[config.mk]
export PLATFORM = sky130hd
export DESIGN_NAME = ifetch_unit
export DESIGN_NICKNAME = d
export VERILOG_FILES = /design/src/rtl/ifetch_unit.sv
export SDC_FILE = /design/constraint.sdc
export NUM_CORES = 1
export LEC_CHECK = 0
export ABC_AREA = 1
export CAP_MARGIN = 40
export CORE_UTILIZATION = 25
export DETAILED_ROUTE_END_ITERATION = 10
export GPL_ROUTABILITY_DRIVEN = 0
export SLEW_MARGIN = 15
export SYNTH_ARGS = -nofsm -noshare
export SYNTH_HDL_FRONTEND = slang
export SYNTH_SLANG_ARGS = --single-unit
[constraint.sdc]
create_clock -name clk -period 3.7 [get_ports clk]
set_clock_uncertainty 0.15 [all_clocks]
set_input_delay 0.74 -clock clk [delete_from_list [all_inputs] [get_ports clk]]
set_output_delay 0.74 -clock clk [all_outputs]
set_load 0.02 [all_outputs]
[src/rtl/ifetch_unit.sv]
// Instruction fetch unit: IDLE/REQ/HOLD handshake to instruction memory with sticky fault flags.
// Define IFETCH_LASTHIT_EN to add a one-entry last-fetch buffer that skips memory on a repeat fetch.
module ifetch_unit (
  input  logic        clk,
  input  logic        RST,
  input  logic [31:0] pc,
  input  logic        fetch_en,
  output logic        imem_req,
  output logic [31:0] imem_addr,
  input  logic        imem_ack,
  input  logic [31:0] imem_rdata,
  output logic [31:0] instr,
  output logic        instr_valid,
  output logic [5:0]  opcode,
  output logic [15:0] immd16,
  output logic [25:0] immd26,
  output logic        pc_stall,
  output logic        misalign,
  output logic        imem_timeout
);

  typedef enum logic [1:0] {StIdle, StReq, StHold} state_e;

  state_e      state_q, state_d;
  logic [31:0] addr_q, addr_d;
  logic [31:0] instr_q, instr_d;
  logic [7:0]  wait_q, wait_d;
  logic        misalign_q, misalign_d;
  logic        timeout_q, timeout_d;

  logic        pc_aligned;
  logic        hit;
  logic [31:0] hit_data;

  assign pc_aligned = (pc[1:0] == 2'b00);

`ifdef IFETCH_LASTHIT_EN
  logic [31:0] tag_q;
  logic [31:0] data_q;
  logic        buf_valid_q;

  // Refilled only by fetches that actually went to memory.
  always_ff @(posedge clk or negedge RST) begin
    if (!RST) begin
      tag_q       <= 32'h0;
      data_q      <= 32'h0;
      buf_valid_q <= 1'b0;
    end else if (state_q == StReq && imem_ack) begin
      tag_q       <= addr_q;
      data_q      <= imem_rdata;
      buf_valid_q <= 1'b1;
    end
  end

  assign hit      = buf_valid_q && (pc == tag_q);
  assign hit_data = data_q;
`else
  assign hit      = 1'b0;
  assign hit_data = 32'h0;
`endif

  always_comb begin
    state_d    = state_q;
    addr_d     = addr_q;
    instr_d    = instr_q;
    wait_d     = wait_q;
    misalign_d = misalign_q;
    timeout_d  = timeout_q;
    unique case (state_q)
      StIdle, StHold: begin
        state_d = StIdle;
        if (fetch_en) begin
          if (!pc_aligned) begin
            misalign_d = 1'b1;
          end else if (hit) begin
            state_d = StHold;
            instr_d = hit_data;
          end else begin
            state_d = StReq;
            addr_d  = pc;
            wait_d  = 8'd0;
          end
        end
      end
      StReq: begin
        // fetch_en is deliberately ignored here: an issued request always completes or times out.
        if (imem_ack) begin
          instr_d = imem_rdata;
          state_d = StHold;
        end else if (wait_q == 8'd255) begin
          timeout_d = 1'b1;
          state_d   = StIdle;
        end else begin
          wait_d = wait_q + 8'd1;
        end
      end
      default: state_d = StIdle;
    endcase
  end

  always_ff @(posedge clk or negedge RST) begin
    if (!RST) begin
      state_q    <= StIdle;
      addr_q     <= 32'h0;
      instr_q    <= 32'h0;
      wait_q     <= 8'd0;
      misalign_q <= 1'b0;
      timeout_q  <= 1'b0;
    end else begin
      state_q    <= state_d;
      addr_q     <= addr_d;
      instr_q    <= instr_d;
      wait_q     <= wait_d;
      misalign_q <= misalign_d;
      timeout_q  <= timeout_d;
    end
  end

  // Decoded straight from the state register so reset drops the request without a clock edge.
  assign imem_req     = (state_q == StReq);
  assign instr_valid  = (state_q == StHold);
  assign pc_stall     = (state_q != StHold);
  assign imem_addr    = addr_q;
  assign instr        = instr_q;
  assign opcode       = instr_q[31:26];
  assign immd16       = instr_q[15:0];
  assign immd26       = instr_q[25:0];
  assign misalign     = misalign_q;
  assign imem_timeout = timeout_q;

endmodule
==> run summary, run 1 <==
Per-cell routed wire length - 12.2 µm
Die outline height - 119 µm
CTS root buf - clkbuf_16
Final number of setup-violating endpoints - 0
Initial Utilization - 25.6%
Status - complete, no violations
# clock sinks - 76
Top cell type's share of synthesized area - 55.8%
Cells after synthesis - 401
Diode count - 0
Worst reg2reg endpoint - imem_addr[26]
Hold WC Path Type - primary input to async pin
Synth area leaders - dfrtp_1 (56%), nand2_1 (24%), buf_4 (11%)
Layout cells sized above 1 - 5.69%
# rows - 42
Routed vias - 2,921
Number of synthesized register bits - 76
CTS tree - done
Dpl cells - 705
DIE AREA - 14,100 µm²
CP cell instances - inv_2, nor2_4, clkdlybuf4s50_1
Crit end category - primary output
# Post-CTS Setup Buffers - 0
DR iter-0 viols - 145
Syn avg cell area - 8.50 µm²
Reg-to-Reg Start - state_q[0]
Number of iterations in the first detailed-routing pass - 4
Final period utilization - 65.3%
Register area - 1900 µm²
DRC Markers - 0
Top cell family by delay on the critical path - buffers and inverters
Multi-input logic area - 1010 µm²
Critical path class - flop to primary output
Grt total ovfl - 0
Final setup TNS - 0 ns
Synth unique cells - 20
Worst Reg-to-Reg Cells - 7
Post-Route WL - 8.81 mm
Critical path's slowest cell - clkdlybuf4s50_1
Max-slew violations - 0
Mapped Nets - 470
Arrival time worst endpoint - 1.53 ns
Clock Path Buffers - 2
Pwr dens - 681 nW/µm²
Worst Tran Pin Value - 0.485 ns
Slowest stage delay, CP - 0.62 ns
Peak supply drop - 0.275 mV
Slew Limit Headroom - 67.6%
Core ar. - 13,300 µm²
First-pass GRT wire length - 14.2 mm
Synthesized cell area - 3410 µm²
Leakage power - 2.58 nW
Via density - 4.05
Yosys warns - 0
Post-CTS sizing - 0
DRT antenna net count - 0
Max-cap viol count - 0
Die Width - 119 µm
Startpoint Class - flop
Max frequency - 414 MHz
H-tree levels - 3
Final worst path period need - 2.42 ns
Buffers and inverters on the worst path - 2
Cts hold-fix bufs - 0
Vias in the first global route - 2,913
Critical Path RT - 2.81 ns
Reg clk slew, reported paths - 0.06 ns
R2R Setup Slk - 1.93 ns
Filler cells - 1,279
CP max FO - 4
RSZ-0062 raised after global routing - false
Global-route total usage across every layer - 12.8%
Io pins - 185
Initial antenna violation count - 0
Largest net degree at the start of global routing - 51
TritonCTS Buffers - 9
Finished Layout Cells - 721
Nets - 609
Hold Fails Final Rpt - 0
Yosys top cell by area - dfrtp_1
Area delta synth->final - 59.3%
PortBufs - 184
Post-DP HPWL - 6.39 mm
Clk_lat worst skew - 0.32 ns
Sequential element share of the synthesized area - 55.8%
==> Yosys cell counts <==
master,n
nor2_4,1
nor2_2,2
nor2_1,8
nand2_1,219
nand3_1,10
buf_2,6
a21oi_2,1
or2_2,2
a21oi_1,1
inv_1,12
inv_2,1
buf_4,51
nand3b_1,1
a21o_1,1
buf_6,3
nand2_2,2
o21bai_1,2
clkinv_2,1
ha_1,1
dfrtp_1,76
==> state kept, by name (all words and copies together) (netlist names) <==
signal        flops
imem_addr        32
instr            32
wait_q            8
state_q           2
imem_timeout      1
misalign          1
==> cells by family (layout without fill, tap and decap cells) <==
family                     Yosys count  after routing  share of synthesized area [%]
AOI/OAI and AO/OA                    5              5                           1.06
adders and majority gates            1              1                          0.367
buffers and inverters               74            218                           14.7
DFF                                 76             76                           55.8
and+or+nand+nor                    245            245                           28.1
==> area by class of cell <==
type	instances	share of cell area (%)
clock buffers	11	4.65
clock inverters	5	1.98
inverters	14	0.990
multi-input cells	251	18.5
flip-flops and latches	76	35.0
well taps	176	4.05
repair buffers	188	34.8
==> layer usage <==
layer	wire length, µm	global-route usage, %	vias to the layer above	share of wire (%)
met5	0	0	-	0
met1	3690	14.6	1352	42
li1	-	-	1439	-
met4	149	5.93	0	1.7
met2	4470	23.0	122	51
met3	501	2.51	8	5.7
==> worst reg2reg max path: stages, from the launching register on <==
cell and delay [ns]:
dfrtp_1 0.40, inv_2 0.08, nand3_1 0.09, buf_4 0.31, inv_1 0.22, buf_4 0.27
nand2_1 0.09, nand2_1 0.06
==> cells in the final DEF (no fill, tap or decap), drive strengths merged <==
cell type / n
a21oi: 2
or2: 2
clkdlybuf4s50: 183
bufinv: 3
nor2: 11
nand2: 221
nand3: 10
dfrtp: 76
inv: 13
ha: 1
clkbuf: 11
o21bai: 2
buf: 5
clkinv: 3
a21o: 1
nand3b: 1
==> worst max path at each step <==
| stage | startpoint | endpoint | slack, ns | cells past startpoint |
|---|---|---|---|---|
| 2_1_floorplan | state_q[1] | pc_stall | 1.87 | 3 |
| 3_3_place_gp | pc[1] | imem_addr[27] | 1.21 | 8 |
| 3_5_place_dp | pc[1] | imem_addr[13] | 1.14 | 8 |
| 4_1_cts | state_q[0] | imem_req | 1.26 | 3 |
| 5_1_grt | state_q[1] | instr_valid | 1.21 | 3 |
| 6_report | state_q[0] | imem_req | 1.28 | 3 |
==> through the flow <==
step	utilization [%]	worst slack [ns]	power (W)	instance area, µm²	hold WS, ns
after floorplan	-	1.87	0.00206	3410	0.294
after global placement	37.9	1.21	0.00266	5040	0.299
after detailed placement	38.2	1.14	0.00269	5070	0.310
after CTS	40.9	1.26	0.00375	5430	0.181
after global routing	40.9	1.21	0.00387	5430	0.197
final	40.9	1.28	0.00370	5430	0.180
==> report_power, final <==
part           leakage, nW  internal, W  switching, W
clock network        0.176     0.000698      0.000339
logic                 1.44     0.000734      0.000743
registers            0.963      0.00102      0.000161
Power figures use the tool's default switching activity.
==> run 2, diff against run 1 <==
- clock period: 3.7 -> 2.4 ns (I/O delays scaled with it)
==> run 2 against run 1 <==
Against the previous run:
- clock power grew 41%
- global-route usage grew 0.22 points
- total power grew 50%
- clock-buffer cell count is the same
- critical path depth is the same
- combinational power grew 53%
- sequential power grew 54%
- worst setup slack lost 1.0 ns
- wire length shrank 0.56%
- highest routed layer unchanged
==> run summary, run 2 (synthesized netlist as in run 1, its figures left out) <==
Routed vias - 2,913 (-0.27%)
M1 wire length - 3.80 mm (+2.9%)
Grt total ovfl - 0 (unchanged)
Top cell family by delay on the critical path - buffers and inverters
Hold path start - misalign
CTS root buf - clkbuf_16
CP Launch Point - state_q[0]
Startpoint Class - flop
Core ar. - 13,300 µm² (unchanged)
DRC Markers - 0 (unchanged)
Final period utilization - 90.0%
Final worst path period need - 2.16 ns
Critical Path RT - 1.77 ns (-1.04 ns)
Pre-CTS setup slack - 0.435 ns (-0.704 ns)
R2R Setup Slk - 0.81 ns (-1.12 ns)
Peak supply drop - 0.427 mV (+55%)
# rows - 42 (unchanged)
Core Util, Final - 40.7% (-0.15 points)
Hold path cells - 1
Via density - 4.04 (-0.27%)
Hold Fails Final Rpt - 0 (unchanged)
Post-Route WL - 8.76 mm (-0.56%)
Initial Utilization - 25.6% (unchanged)
DRT antenna net count - 0 (unchanged)
# Post-CTS Setup Buffers - 0 (unchanged)
Clock Path Buffers - 2 (unchanged)
Critical path's slowest cell - clkdlybuf4s50_1
Arrival time worst endpoint - 1.53 ns (about the same)
Max frequency - 463 MHz
Final worst-path setup slack - 0.240 ns (-1.04 ns)
CTS tree - done
Buffers and inverters on the worst path - 2 (unchanged)
Pwr dens - 1030 nW/µm² (+51%)
Met2 routed WL - 4.24 mm (-5.0%)
Diode count - 0 (unchanged)
Final setup TNS - 0 ns (unchanged)
Die outline height - 119 µm (unchanged)
CP max FO - 4 (unchanged)
DIE AREA - 14,100 µm² (unchanged)
Vias in the first global route - 2,918 (+0.17%)
# clock sinks - 76 (unchanged)
Critical path class - flop to primary output
Io pins - 185 (unchanged)
Worst Reg-to-Reg Cells - 6 (-1)
Status - complete, no violations
WL met3 - 551 µm (+10%)
Max-cap viol count - 0 (unchanged)
Initial antenna violation count - 0 (unchanged)
TritonCTS Buffers - 9 (unchanged)
Max-slew violations - 0 (unchanged)
Nets - 610 (+0.16%)
DR iter-0 viols - 106 (-27%)
Number of iterations in the first detailed-routing pass - 4 (unchanged)
Worst reg2reg endpoint - wait_q[3]
First-pass GRT wire length - 14.5 mm (+2.3%)
Final number of setup-violating endpoints - 0 (unchanged)
Slew Limit Headroom - 68.0% (+0.33 points)
Top Layer Used - met4
Largest net degree at the start of global routing - 50 (-2.0%)
Die Width - 119 µm (unchanged)
Hold WC Path Type - flop to flop
Clk_lat worst skew - 0.32 ns (about the same)
Most frequent cells in the layout - nand2_1 (219), clkdlybuf4s50_1 (183), dfrtp_1 (76)
Global-route total usage across every layer - 13.0% (+0.22 points)
Per-cell routed wire length - 12.2 µm (-0.56%)
PortBufs - 184 (unchanged)
Hold Path End - misalign
H-tree levels - 3 (unchanged)
Leakage power - 2.57 nW (-0.56%)
Slowest stage delay, CP - 0.61 ns (about the same)
Layout cells sized above 1 - 5.50% (-0.18 points)
Post-DP HPWL - 6.23 mm (-2.5%)
Cts hold-fix bufs - 1 (+1)
RSZ-0062 raised after global routing - false
Leading cell type in the layout, fill and taps excluded - nand2_1
Crit end category - primary output
Worst Tran Pin Value - 0.480 ns (-0.00500 ns)
Reg-to-Reg Start - wait_q[0]
Post-CTS sizing - 0 (unchanged)
Reg clk slew, reported paths - 0.06 ns (about the same)
CP cell instances - inv_2, nor2_4, clkdlybuf4s50_1
Area delta synth->final - 58.8%
## run 2: how the worst max path moves through the flow
stage	to	cells past startpoint
2_1_floorplan	pc_stall	3
3_3_place_gp	instr[25]	5
3_5_place_dp	instr[28]	5
4_1_cts	imem_req	3
5_1_grt	imem_req	3
6_report	imem_req	3
## run 2: stage by stage
step	power [W]	hold WS (ns)	area, µm²	cells
floorplan	0.00317	0.0344	3410	401
global route	0.00588	0.334	5410	721
finish	0.00556	0.306	5410	721
detailed placement	0.00413	0.288	5080	705
global placement	0.00411	0.285	5080	705
CTS	0.00566	0.315	5410	721
## run 2: power breakdown
part	switching (W)	internal (W)
logic	0.00114	0.00113
registers	0.000244	0.00158
clock network	0.000507	0.000959
total	0.00189	0.00367
## run 2: cell type report
| class | instances | area, µm² |
|---|---|---|
| fill | 1303 | 7880 |
| timing repair buffer | 189 | 1900 |
| sequential | 76 | 1900 |
| multi-input combinational | 251 | 1010 |
| clock buffer | 11 | 253 |
| tap | 176 | 220 |
| clock inverter | 4 | 72.6 |
| inverter | 14 | 53.8 |
## run 2: routing by layer
| metal | vias up | track usage (%) |
|---|---|---|
| li1 | 1441 | - |
| met2 | 120 | 21.9 |
| met1 | 1342 | 15.7 |
| met3 | 10 | 3.52 |
| met4 | 0 | 5.38 |
| met5 | - | 0 |
==> run 3, diff against run 2 <==
- ABC_CLOCK_PERIOD_IN_PS: unset -> 2400
- REMOVE_ABC_BUFFERS: unset -> 1
==> run 3 against run 2 <==
Against the previous run:
- global-route usage fell by 0.079 points
- register-to-register slack barely moved
- highest routed layer unchanged
- critical endpoint unchanged
- final cell count rose by 0.14%
- design area rose by 0.23%
- wire length fell by 0.15%
- non-clock buffer count did not move
- via count fell by 1.4%
==> run summary, run 3 (synthesized netlist as in run 1, its figures left out) <==
Top cell family by delay on the critical path - buffers and inverters
Pre-CTS setup slack - 0.459 ns (+0.0238 ns)
Peak supply drop - 0.475 mV (+11%)
Hold WC Path Type - flop to flop
Initial Utilization - 25.6% (unchanged)
CP max FO - 4 (unchanged)
Final worst path period need - 2.16 ns (-0.00429 ns)
Switch share - 33.8% (-0.15 points)
Sequential share of power - 32.3% (-0.4 points)
Layout cells sized above 1 - 5.68% (+0.17 points)
# clock sinks - 76 (unchanged)
Final number of setup-violating endpoints - 0 (unchanged)
Max frequency - 464 MHz (+0.20%)
Crit end category - primary output
CTS tree - done
RSZ-0062 raised after global routing - false
TritonCTS Buffers - 9 (unchanged)
Post-Route WL - 8.75 mm (-0.15%)
Post-CTS sizing - 0 (unchanged)
Finished Layout Cells - 722 (+0.14%)
DR iter-0 viols - 117 (+10%)
Worst Reg-to-Reg Cells - 6 (unchanged)
Core ar. - 13,300 µm² (unchanged)
Buffers and inverters on the worst path - 2 (unchanged)
Switching power - 0.00192 W (+1.5%)
Clock Path Buffers - 2 (unchanged)
Arrival time worst endpoint - 1.53 ns (about the same)
Routed vias - 2,872 (-1.4%)
DRT antenna net count - 0 (unchanged)
Slew Limit Headroom - 66.9% (-1.1 points)
Via density - 3.98 (-1.5%)
Critical path's slowest cell - clkdlybuf4s50_1
Io pins - 185 (unchanged)
Global-route total usage across every layer - 13.0% (-0.079 points)
Per-cell routed wire length - 12.1 µm (-0.29%)
Startpoint Class - flop
Largest net degree at the start of global routing - 41 (-18%)
Area delta synth->final - 59.1%
DRC Markers - 0 (unchanged)
Pwr dens - 1050 nW/µm² (+1.7%)
Reg clk slew, reported paths - 0.06 ns (about the same)
Clk_lat worst skew - 0.33 ns (about the same)
Leakage power - 2.58 nW (+0.31%)
Max-slew violations - 0 (unchanged)
Nets - 610 (unchanged)
Critical path class - flop to primary output
Final period utilization - 89.8% (-0.18 points)
Clock power frac - 27.6% (+1.2 points)
Final worst-path setup slack - 0.244 ns (+0.00429 ns)
Levels on crit path - 3 (unchanged)
Die outline height - 119 µm (unchanged)
Leading cell type in the layout, fill and taps excluded - nand2_1
Die Width - 119 µm (unchanged)
Internal power - 0.00375 W (+2.2%)
Slowest stage delay, CP - 0.61 ns (about the same)
H-tree levels - 3 (unchanged)
Hold Fails Final Rpt - 0 (unchanged)
# rows - 42 (unchanged)
# Post-CTS Setup Buffers - 0 (unchanged)
Final setup TNS - 0 ns (unchanged)
PortBufs - 184 (unchanged)
First-pass GRT wire length - 14.4 mm (-1.1%)
Critical Path RT - 1.77 ns (about the same)
Filler cells - 1,334 (+2.4%)
Diode count - 0 (unchanged)
Initial antenna violation count - 0 (unchanged)
Worst Tran Pin Value - 0.497 ns (+0.0171 ns)
Vias in the first global route - 2,887 (-1.1%)
Combinational power share - 40.1% (-0.8 points)
Dpl cells - 705 (unchanged)
Hold path cells - 1 (unchanged)
Max-cap viol count - 0 (unchanged)
Post-DP HPWL - 6.41 mm (+3.0%)
Number of iterations in the first detailed-routing pass - 6 (+2)
Status - complete, no violations
CP cell instances - inv_2, nor2_4, clkdlybuf4s50_1
CTS root buf - clkbuf_16
DIE AREA - 14,100 µm² (unchanged)
Grt total ovfl - 0 (unchanged)
Most frequent cells in the layout - nand2_1 (219), clkdlybuf4s50_1 (183), dfrtp_1 (76)
run 3: cell types whose count changed in the layout (fill, tap and decap cells not counted):
cell,change
buf_4,+1
clkbuf_8,-1
clkinv_4,+1
buf_12,-1
bufinv_16,+1
run 3: path summary, 6_finish.rpt:
check                                start            end  slack, ns
min in group asynchronous              RST  imem_addr[28]       0.50
max in group asynchronous              RST      instr[17]       0.99
worst max-delay path            state_q[0]       imem_req       0.24
worst min register to register    misalign       misalign       0.31
worst min-delay path              misalign       misalign       0.31
worst max register to register   wait_q[0]      wait_q[5]       0.80
run 3: final cells by class:
type / count / area (µm²) / area share (%)
Timing Repair Buffer: 189 / 1890 / 34.9
Sequential cell: 76 / 1900 / 35.1
Clock buffer: 10 / 239 / 4.40
Inverter: 14 / 53.8 / 0.992
Clock inverter: 6 / 111 / 2.05
Tap cell: 176 / 220 / 4.06
Multi-Input combinational cell: 251 / 1010 / 18.6
run 3: timing repair:
item                                    in CTS  in global routing
endpoints found under the setup margin       0                  0
endpoints found under the hold margin       36                  0
hold buffers                                 1                  0
run 3: worst reg2reg max path, cell delays in order, from the launching register on:
cell and delay, ns:
dfrtp_1 0.41, ha_1 0.22, nand2_1 0.12, nor2_2 0.08, a21oi_2 0.35, nand3_1 0.13
nand2_1 0.10
run 3: metrics by stage:
stage	util, %	cell area (µm²)	hold slack [ns]	power (W)
2_1_floorplan	-	2960	0.0344	0.00279
3_3_place_gp	38.1	5060	0.298	0.00412
3_5_place_dp	38.1	5060	0.297	0.00415
4_1_cts	40.8	5430	0.311	0.00575
5_1_grt	40.8	5430	0.327	0.00596
6_report	40.8	5430	0.306	0.00567
run 3: power by group through the flow:
| stage | clock network (W) | logic (W) | registers (W) |
|---|---|---|---|
| 6_report | 0.00157 | 0.00227 | 0.00183 |
| 5_1_grt | 0.00168 | 0.00240 | 0.00188 |
| 4_1_cts | 0.00161 | 0.00230 | 0.00184 |
| 3_5_place_dp | 0 | 0.00229 | 0.00185 |
| 3_3_place_gp | 0 | 0.00228 | 0.00184 |
| 2_1_floorplan | 0 | 0.000287 | 0.00250 |
run 3: per-layer routing:
metal,wire (µm),vias to the layer above,GRT usage [%]
met4,85,0,3.88
met5,0,-,0
li1,-,1442,-
met1,3720,1332,15.6
met3,544,7,4.10
met2,4400,91,22.1
